==> src/rtl/alu_op_sequencer_if.sv <==
// Command, arithmetic-unit and response signals of the ALU operation sequencer.
// slave is the sequencer's view; master is the surrounding environment's view.
interface alu_op_sequencer_if #(parameter int CNT_W = 16);
  logic             cmd_valid;
  logic             cmd_ready;
  logic [5:0]       cmd_funct;
  logic [31:0]      cmd_a;
  logic [31:0]      cmd_b;
  logic [31:0]      alu_a;
  logic [31:0]      alu_b;
  logic [3:0]       alu_select;
  logic [31:0]      alu_result;
  logic             rsp_valid;
  logic             rsp_ready;
  logic [31:0]      rsp_data;
  logic             rsp_err;
  logic             rsp_zero;
  logic [CNT_W-1:0] op_count;

  modport slave (
    input  cmd_valid, cmd_funct, cmd_a, cmd_b, alu_result, rsp_ready,
    output cmd_ready, alu_a, alu_b, alu_select, rsp_valid, rsp_data, rsp_err,
           rsp_zero, op_count
  );

  modport master (
    output cmd_valid, cmd_funct, cmd_a, cmd_b, alu_result, rsp_ready,
    input  cmd_ready, alu_a, alu_b, alu_select, rsp_valid, rsp_data, rsp_err,
           rsp_zero, op_count
  );
endinterface

==> src/rtl/alu_op_sequencer.sv <==
// Issues decoded R-type operations to a combinational ALU and returns the settled result.
// ALU_SEQ_RSP_FIFO_EN replaces the single response register/RESP state with a 2-entry FIFO.
//
// state | meaning
// IDLE  | ready for a command
// WAIT  | operands driven, settle counter running (illegal funct waits one cycle)
// RESP  | response held until handoff (single-register build only)
module alu_op_sequencer #(
  parameter int SETTLE_CYCLES = 1,
  parameter int CNT_W         = 16
) (
  input logic               clk,
  input logic               rst_n,
  alu_op_sequencer_if.slave bus
);

  typedef enum logic [1:0] {
    IDLE = 2'd0,
    WAIT = 2'd1,
    RESP = 2'd2
  } state_t;

  state_t           state, state_d;
  logic [3:0]       settle_cnt;
  logic             err_pend;
  logic [31:0]      alu_a_q, alu_b_q;
  logic [3:0]       alu_sel_q;
  logic [CNT_W-1:0] op_cnt_q;

  logic             funct_legal;
  logic [3:0]       funct_sel;
  logic             accept, capture;
  logic             cmd_ready_c, rsp_valid_c;
  logic [31:0]      cap_data;
  logic             cap_err;
  logic [31:0]      rsp_data_c;
  logic             rsp_err_c;

`ifdef ALU_SEQ_RSP_FIFO_EN
  logic [31:0]      fifo_data [2];
  logic             fifo_err  [2];
  logic             wr_ptr, rd_ptr;
  logic [1:0]       fifo_cnt;
  logic             pop;
`else
  logic [31:0]      rsp_data_q;
  logic             rsp_err_q;
  logic             handoff;
`endif

  always_comb begin
    funct_legal = 1'b1;
    funct_sel   = 4'b0000;
    case (bus.cmd_funct)
      6'b100000: funct_sel = 4'b0000;
      6'b100010: funct_sel = 4'b0010;
      6'b101010: funct_sel = 4'b1010;
      default:   funct_legal = 1'b0;
    endcase
  end

  // An illegal funct rides the WAIT path for one cycle and captures an error entry.
  assign cap_data = err_pend ? 32'd0 : bus.alu_result;
  assign cap_err  = err_pend;

  always_ff @(posedge clk or negedge rst_n) begin
    if (!rst_n) state <= IDLE;
    else        state <= state_d;
  end

  always_comb begin
    state_d     = state;
    cmd_ready_c = 1'b0;
    accept      = 1'b0;
    capture     = 1'b0;
    case (state)
      IDLE: begin
`ifdef ALU_SEQ_RSP_FIFO_EN
        cmd_ready_c = (fifo_cnt != 2'd2);
`else
        cmd_ready_c = 1'b1;
`endif
        if (bus.cmd_valid && cmd_ready_c) begin
          accept  = 1'b1;
          state_d = WAIT;
        end
      end
      WAIT: begin
        if (settle_cnt == 4'd1) begin
          capture = 1'b1;
`ifdef ALU_SEQ_RSP_FIFO_EN
          state_d = IDLE;
`else
          state_d = RESP;
`endif
        end
      end
      RESP: begin
        if (bus.rsp_ready) state_d = IDLE;
      end
      default: state_d = IDLE;
    endcase
  end

  always_ff @(posedge clk or negedge rst_n) begin
    if (!rst_n) begin
      alu_a_q    <= 32'd0;
      alu_b_q    <= 32'd0;
      alu_sel_q  <= 4'b0000;
      settle_cnt <= 4'd0;
      err_pend   <= 1'b0;
    end else if (accept) begin
      if (funct_legal) begin
        alu_a_q    <= bus.cmd_a;
        alu_b_q    <= bus.cmd_b;
        alu_sel_q  <= funct_sel;
        settle_cnt <= 4'(SETTLE_CYCLES);
        err_pend   <= 1'b0;
      end else begin
        settle_cnt <= 4'd1;
        err_pend   <= 1'b1;
      end
    end else if (state == WAIT) begin
      settle_cnt <= settle_cnt - 4'd1;
    end
  end

`ifdef ALU_SEQ_RSP_FIFO_EN
  assign rsp_valid_c = (fifo_cnt != 2'd0);
  assign rsp_data_c  = fifo_data[rd_ptr];
  assign rsp_err_c   = fifo_err[rd_ptr];
  assign pop         = rsp_valid_c && bus.rsp_ready;

  always_ff @(posedge clk or negedge rst_n) begin
    if (!rst_n) begin
      for (int i = 0; i < 2; i++) begin
        fifo_data[i] <= 32'd0;
        fifo_err[i]  <= 1'b0;
      end
      wr_ptr   <= 1'b0;
      rd_ptr   <= 1'b0;
      fifo_cnt <= 2'd0;
      op_cnt_q <= '0;
    end else begin
      if (capture) begin
        fifo_data[wr_ptr] <= cap_data;
        fifo_err[wr_ptr]  <= cap_err;
        wr_ptr            <= ~wr_ptr;
      end
      if (pop) begin
        rd_ptr <= ~rd_ptr;
        if (!fifo_err[rd_ptr]) op_cnt_q <= op_cnt_q + CNT_W'(1);
      end
      case ({capture, pop})
        2'b10:   fifo_cnt <= fifo_cnt + 2'd1;
        2'b01:   fifo_cnt <= fifo_cnt - 2'd1;
        default: fifo_cnt <= fifo_cnt;
      endcase
    end
  end
`else
  assign rsp_valid_c = (state == RESP);
  assign rsp_data_c  = rsp_data_q;
  assign rsp_err_c   = rsp_err_q;
  assign handoff     = rsp_valid_c && bus.rsp_ready;

  always_ff @(posedge clk or negedge rst_n) begin
    if (!rst_n) begin
      rsp_data_q <= 32'd0;
      rsp_err_q  <= 1'b0;
      op_cnt_q   <= '0;
    end else begin
      if (capture) begin
        rsp_data_q <= cap_data;
        rsp_err_q  <= cap_err;
      end
      if (handoff && !rsp_err_q) op_cnt_q <= op_cnt_q + CNT_W'(1);
    end
  end
`endif

  assign bus.cmd_ready  = cmd_ready_c;
  assign bus.alu_a      = alu_a_q;
  assign bus.alu_b      = alu_b_q;
  assign bus.alu_select = alu_sel_q;
  assign bus.rsp_valid  = rsp_valid_c;
  assign bus.rsp_data   = rsp_data_c;
  assign bus.rsp_err    = rsp_err_c;
  assign bus.rsp_zero   = (rsp_data_c == 32'd0);
  assign bus.op_count   = op_cnt_q;

endmodule

==> src/flat_wrapper.sv <==
// flat-port wrapper written by rule: the top's interface ports become plain ports
module alu_op_sequencer_flat 
#(
  parameter int SETTLE_CYCLES = 1,
  parameter int CNT_W         = 16
)
  (clk, rst_n, bus_cmd_valid, bus_cmd_funct, bus_cmd_a, bus_cmd_b, bus_alu_result, bus_rsp_ready, bus_cmd_ready, bus_alu_a, bus_alu_b, bus_alu_select, bus_rsp_valid, bus_rsp_data, bus_rsp_err, bus_rsp_zero, bus_op_count);
  alu_op_sequencer_if #(.CNT_W(CNT_W)) bus_i ();
  input logic clk;
  input logic rst_n;
  input wire logic [$bits(bus_i.cmd_valid)-1:0] bus_cmd_valid;
  input wire logic [$bits(bus_i.cmd_funct)-1:0] bus_cmd_funct;
  input wire logic [$bits(bus_i.cmd_a)-1:0] bus_cmd_a;
  input wire logic [$bits(bus_i.cmd_b)-1:0] bus_cmd_b;
  input wire logic [$bits(bus_i.alu_result)-1:0] bus_alu_result;
  input wire logic [$bits(bus_i.rsp_ready)-1:0] bus_rsp_ready;
  output wire logic [$bits(bus_i.cmd_ready)-1:0] bus_cmd_ready;
  output wire logic [$bits(bus_i.alu_a)-1:0] bus_alu_a;
  output wire logic [$bits(bus_i.alu_b)-1:0] bus_alu_b;
  output wire logic [$bits(bus_i.alu_select)-1:0] bus_alu_select;
  output wire logic [$bits(bus_i.rsp_valid)-1:0] bus_rsp_valid;
  output wire logic [$bits(bus_i.rsp_data)-1:0] bus_rsp_data;
  output wire logic [$bits(bus_i.rsp_err)-1:0] bus_rsp_err;
  output wire logic [$bits(bus_i.rsp_zero)-1:0] bus_rsp_zero;
  output wire logic [$bits(bus_i.op_count)-1:0] bus_op_count;
  assign bus_i.cmd_valid = bus_cmd_valid;
  assign bus_i.cmd_funct = bus_cmd_funct;
  assign bus_i.cmd_a = bus_cmd_a;
  assign bus_i.cmd_b = bus_cmd_b;
  assign bus_i.alu_result = bus_alu_result;
  assign bus_i.rsp_ready = bus_rsp_ready;
  assign bus_cmd_ready = bus_i.cmd_ready;
  assign bus_alu_a = bus_i.alu_a;
  assign bus_alu_b = bus_i.alu_b;
  assign bus_alu_select = bus_i.alu_select;
  assign bus_rsp_valid = bus_i.rsp_valid;
  assign bus_rsp_data = bus_i.rsp_data;
  assign bus_rsp_err = bus_i.rsp_err;
  assign bus_rsp_zero = bus_i.rsp_zero;
  assign bus_op_count = bus_i.op_count;
  alu_op_sequencer #(.SETTLE_CYCLES(SETTLE_CYCLES), .CNT_W(CNT_W)) u_core (.clk(clk), .rst_n(rst_n), .bus(bus_i));
endmodule
==> config.mk <==
export PLATFORM = sky130hd
export DESIGN_NAME = alu_op_sequencer_flat
export DESIGN_NICKNAME = d
export VERILOG_FILES = /design/src/rtl/alu_op_sequencer_if.sv /design/src/rtl/alu_op_sequencer.sv /design/src/flat_wrapper.sv
export SDC_FILE = /design/constraint.sdc
export NUM_CORES = 1
export LEC_CHECK = 0
export ABC_CLOCK_PERIOD_IN_PS = 1500
export CAP_MARGIN = 30
export CORE_MARGIN = 2
export CORE_UTILIZATION = 35
export DETAILED_ROUTE_END_ITERATION = 8
export PLACE_DENSITY = 0.72
export SYNTH_ARGS = -nofsm -noshare
export SYNTH_HDL_FRONTEND = slang
export SYNTH_SLANG_ARGS = --single-unit
==> constraint.sdc <==
create_clock -name clk -period 1.5 [get_ports clk]
set_input_delay 0.225 -clock clk [delete_from_list [all_inputs] [get_ports clk]]
set_output_delay 0.225 -clock clk [all_outputs]
set_load 0.03 [all_outputs]
==> metrics <==
status=finished with violations; failing checks=negative setup slack; Final period util=1.25; Clock Latency Late Sink=400 ps; layout overhead on the synthesized area=78.0%; GRT Total Usage=0.183; clk sinks=122; Finished Cell Area=0.00900 mm2; distinct cell type count after synthesis=35; worst setup margin=-373 ps; Worst Skew=11.5 ps; Pre-antenna DRT Iters=5; pwr/cell area=1900 mW/mm2; gr ovfl total=0; WL/cell=17.6 um; antenna-violating nets left=0; Starting Density=0.361; Hold Fails Final Rpt=0; WL final=15,200 um; Seq/Total Area, Yosys=0.604; Max Fclk=0.534 GHz; I/O pin count=226; width of the die=124 um; nets=784; clock-pin slew on the worst setup and hold paths=50 ps; CTS tree=yes; Yosys Warn Count=0; Die ar.=0.0154 mm2; Detail Placement HPWL=9220 um; Mapped Area=0.00505 mm2; area leader, netlist=dfrtp_1; Clock Path Buffers=2; clk root buf=clkbuf_16; Synth top cells by count=dfrtp_1, mux2_2, nand2_1; syn_area_per_cell=12.8 um2; Final setup viols=22; core area=0.0140 mm2; cts bufs inserted=17; #FFs+latches synth=122; fillers=1,114; cell with the most instances after synthesis=dfrtp_1; min Tclk post-route=1870 ps; Cell Rows=43; main flop type after synthesis=dfrtp_1; H-tree depth=4; Peak VDD IR=1.01 mV; # DRC=0; first-pass GRT wire length=21,400 um; vias=4,131; Vias/cell=4.78; count of final max-slew check failures=0; Post-DP Area=0.00766 mm2; Mapped Cells=395; async set-reset flop share out of synthesis=1.00; non-filler instance count after layout=864; Synth top area share=0.604; critical path class=flip-flop to primary output; Max-cap violations=0; Least-Margin Pin Slew=826 ps; highest-delay cell along the critical path=dfrtp_1; Iter 0 DRT Violations=164; cell depth of the worst flop-to-flop path=6; vias in the first global route=4,306; Crit Path Max Fanout=2; n_diodes=0; EDFF count, synth=0; total leakage power=0.00455 uW; initial antenna violation count=0; Hold/Removal Path Class=primary input to asynchronous set/reset pin; CP max stage delay=390 ps; largest net degree at the start of global routing=121; share of cells above drive strength 1=0.351; critical path, cell by cell=nor4_2 -> buf_4 -> nand4_1 -> nor2_2 -> buf_6; crit path DAT=1650 ps; Placed Cells incl. Taps=803; Worst setup SP type=flip-flop; Buffers on Ports=223; Slew HR=0.449; Worst EP required=1270 ps; Die Y=124 um; RSZ-0062 raised after global routing=yes; largest cells by area after synthesis=dfrtp_1, mux2_2, mux2_4; CP endpoint kind=primary output; Placer Congestion=0.765
report_power, final:
part	leakage [uW]	internal, uW	switching [uW]
Sequential	0.00161	4400	848
Clock	0.000271	2450	1330
Combinational	0.00266	3590	4430
cells by family (layout without fill, tap and decap cells):
kind of cell,count (synthesis),count (layout),share of synthesized area
compound gates,43,43,0.0458
xor+xnor,15,15,0.0260
fa+ha+maj,3,3,0.00743
buf+inv,28,314,0.0282
flops,122,122,0.604
mux,68,68,0.164
other cells,1,2,0.000742
simple gates,115,117,0.124
final cells by class:
type / count / area [um2] / area share
repair buffers: 278 / 2890 / 0.321
inverters: 8 / 30.0 / 0.00334
clock buffers: 25 / 505 / 0.0562
flip-flops and latches: 122 / 3060 / 0.340
well taps: 180 / 225 / 0.0250
clock inverters: 3 / 40.0 / 0.00445
multi-input cells: 248 / 2250 / 0.250
placed cells by master, fill, tap and decap left out, drive strengths merged, types with 3 or more instances in the layout:
master	instances
dlygate4sd2	102
nand2b	38
buf	49
nand3	3
ha	3
nor2	8
xor2	8
inv	8
o21ai	36
nor3	4
clkdlybuf4s15	9
xnor2	7
clkbuf	42
nand4	7
nand2	40
nor4	9
clkdlybuf4s50	100
mux2	67
dfrtp	122
per-layer routing:
layer  up-vias  share of wire  track usage  routed length (um)
li1       1924              -            -                   -
met5         -              0            0                   0
met2       146           0.51        0.308                7770
met3        17          0.072       0.0591                1090
met4         0          0.014       0.0674                 208
met1      2044           0.40        0.218                6150
critical path: cells and delay by family (launching register included):
family                 cells  cell delay, ps
and+or+nand+nor            3             550
DFF                        1             390
buffers and inverters      2             310
path summary, 6_finish.rpt:
kind | start | to | slack [ps]
setup / recovery | u_core.bus.rsp_data[24]$_DFFE_PN0P_ | bus_rsp_zero | -370
hold / removal | rst_n | u_core.bus.op_count[8]$_DFFE_PN0P_ | 160
setup reg to reg | u_core.state[1]$_DFFE_PN0P_ | u_core.bus.alu_a[12]$_DFFE_PN0P_ | -90
hold reg to reg | u_core.bus.alu_select[3]$_DFFE_PN0P_ | u_core.bus.alu_select[3]$_DFFE_PN0P_ | 470
max in group asynchronous | rst_n | u_core.bus.rsp_data[5]$_DFFE_PN0P_ | 470
min in group clk | bus_alu_result[30] | u_core.bus.rsp_data[30]$_DFFE_PN0P_ | 380
flip-flops by register name, indices dropped and copies added (netlist names):
name,cells
u_core.bus.alu_a,32
u_core.cap_err,1
u_core.bus.rsp_data,32
u_core.bus.alu_select,2
u_core.bus.alu_b,32
u_core.bus.op_count,16
u_core.bus.rsp_err,1
u_core.settle_cnt,4
u_core.state,2
timing repair:
item	in CTS	in global routing
gates cloned	7	14
endpoints found under the hold margin	115	0
setup buffers	9	4
hold buffers	1	0
resized for setup	163	123
pin swaps	12	24
setup endpoints to repair	211	91
metrics by stage:
stage | utilization | setup TNS [ps] | total power [uW] | hold slack (ps) | setup WS [ps]
2_1_floorplan | - | -1690 | 9080 | -70.6 | -101
4_1_cts | 0.605 | -1350 | 16000 | 134 | -372
3_3_place_gp | 0.547 | -27100 | 12400 | 22.4 | -413
5_1_grt | 0.643 | -3910 | 17900 | 158 | -444
3_5_place_dp | 0.547 | -32150 | 12500 | 24.6 | -485
6_report | 0.643 | -1230 | 17100 | 156 | -373
Power figures use the tool's default switching activity.
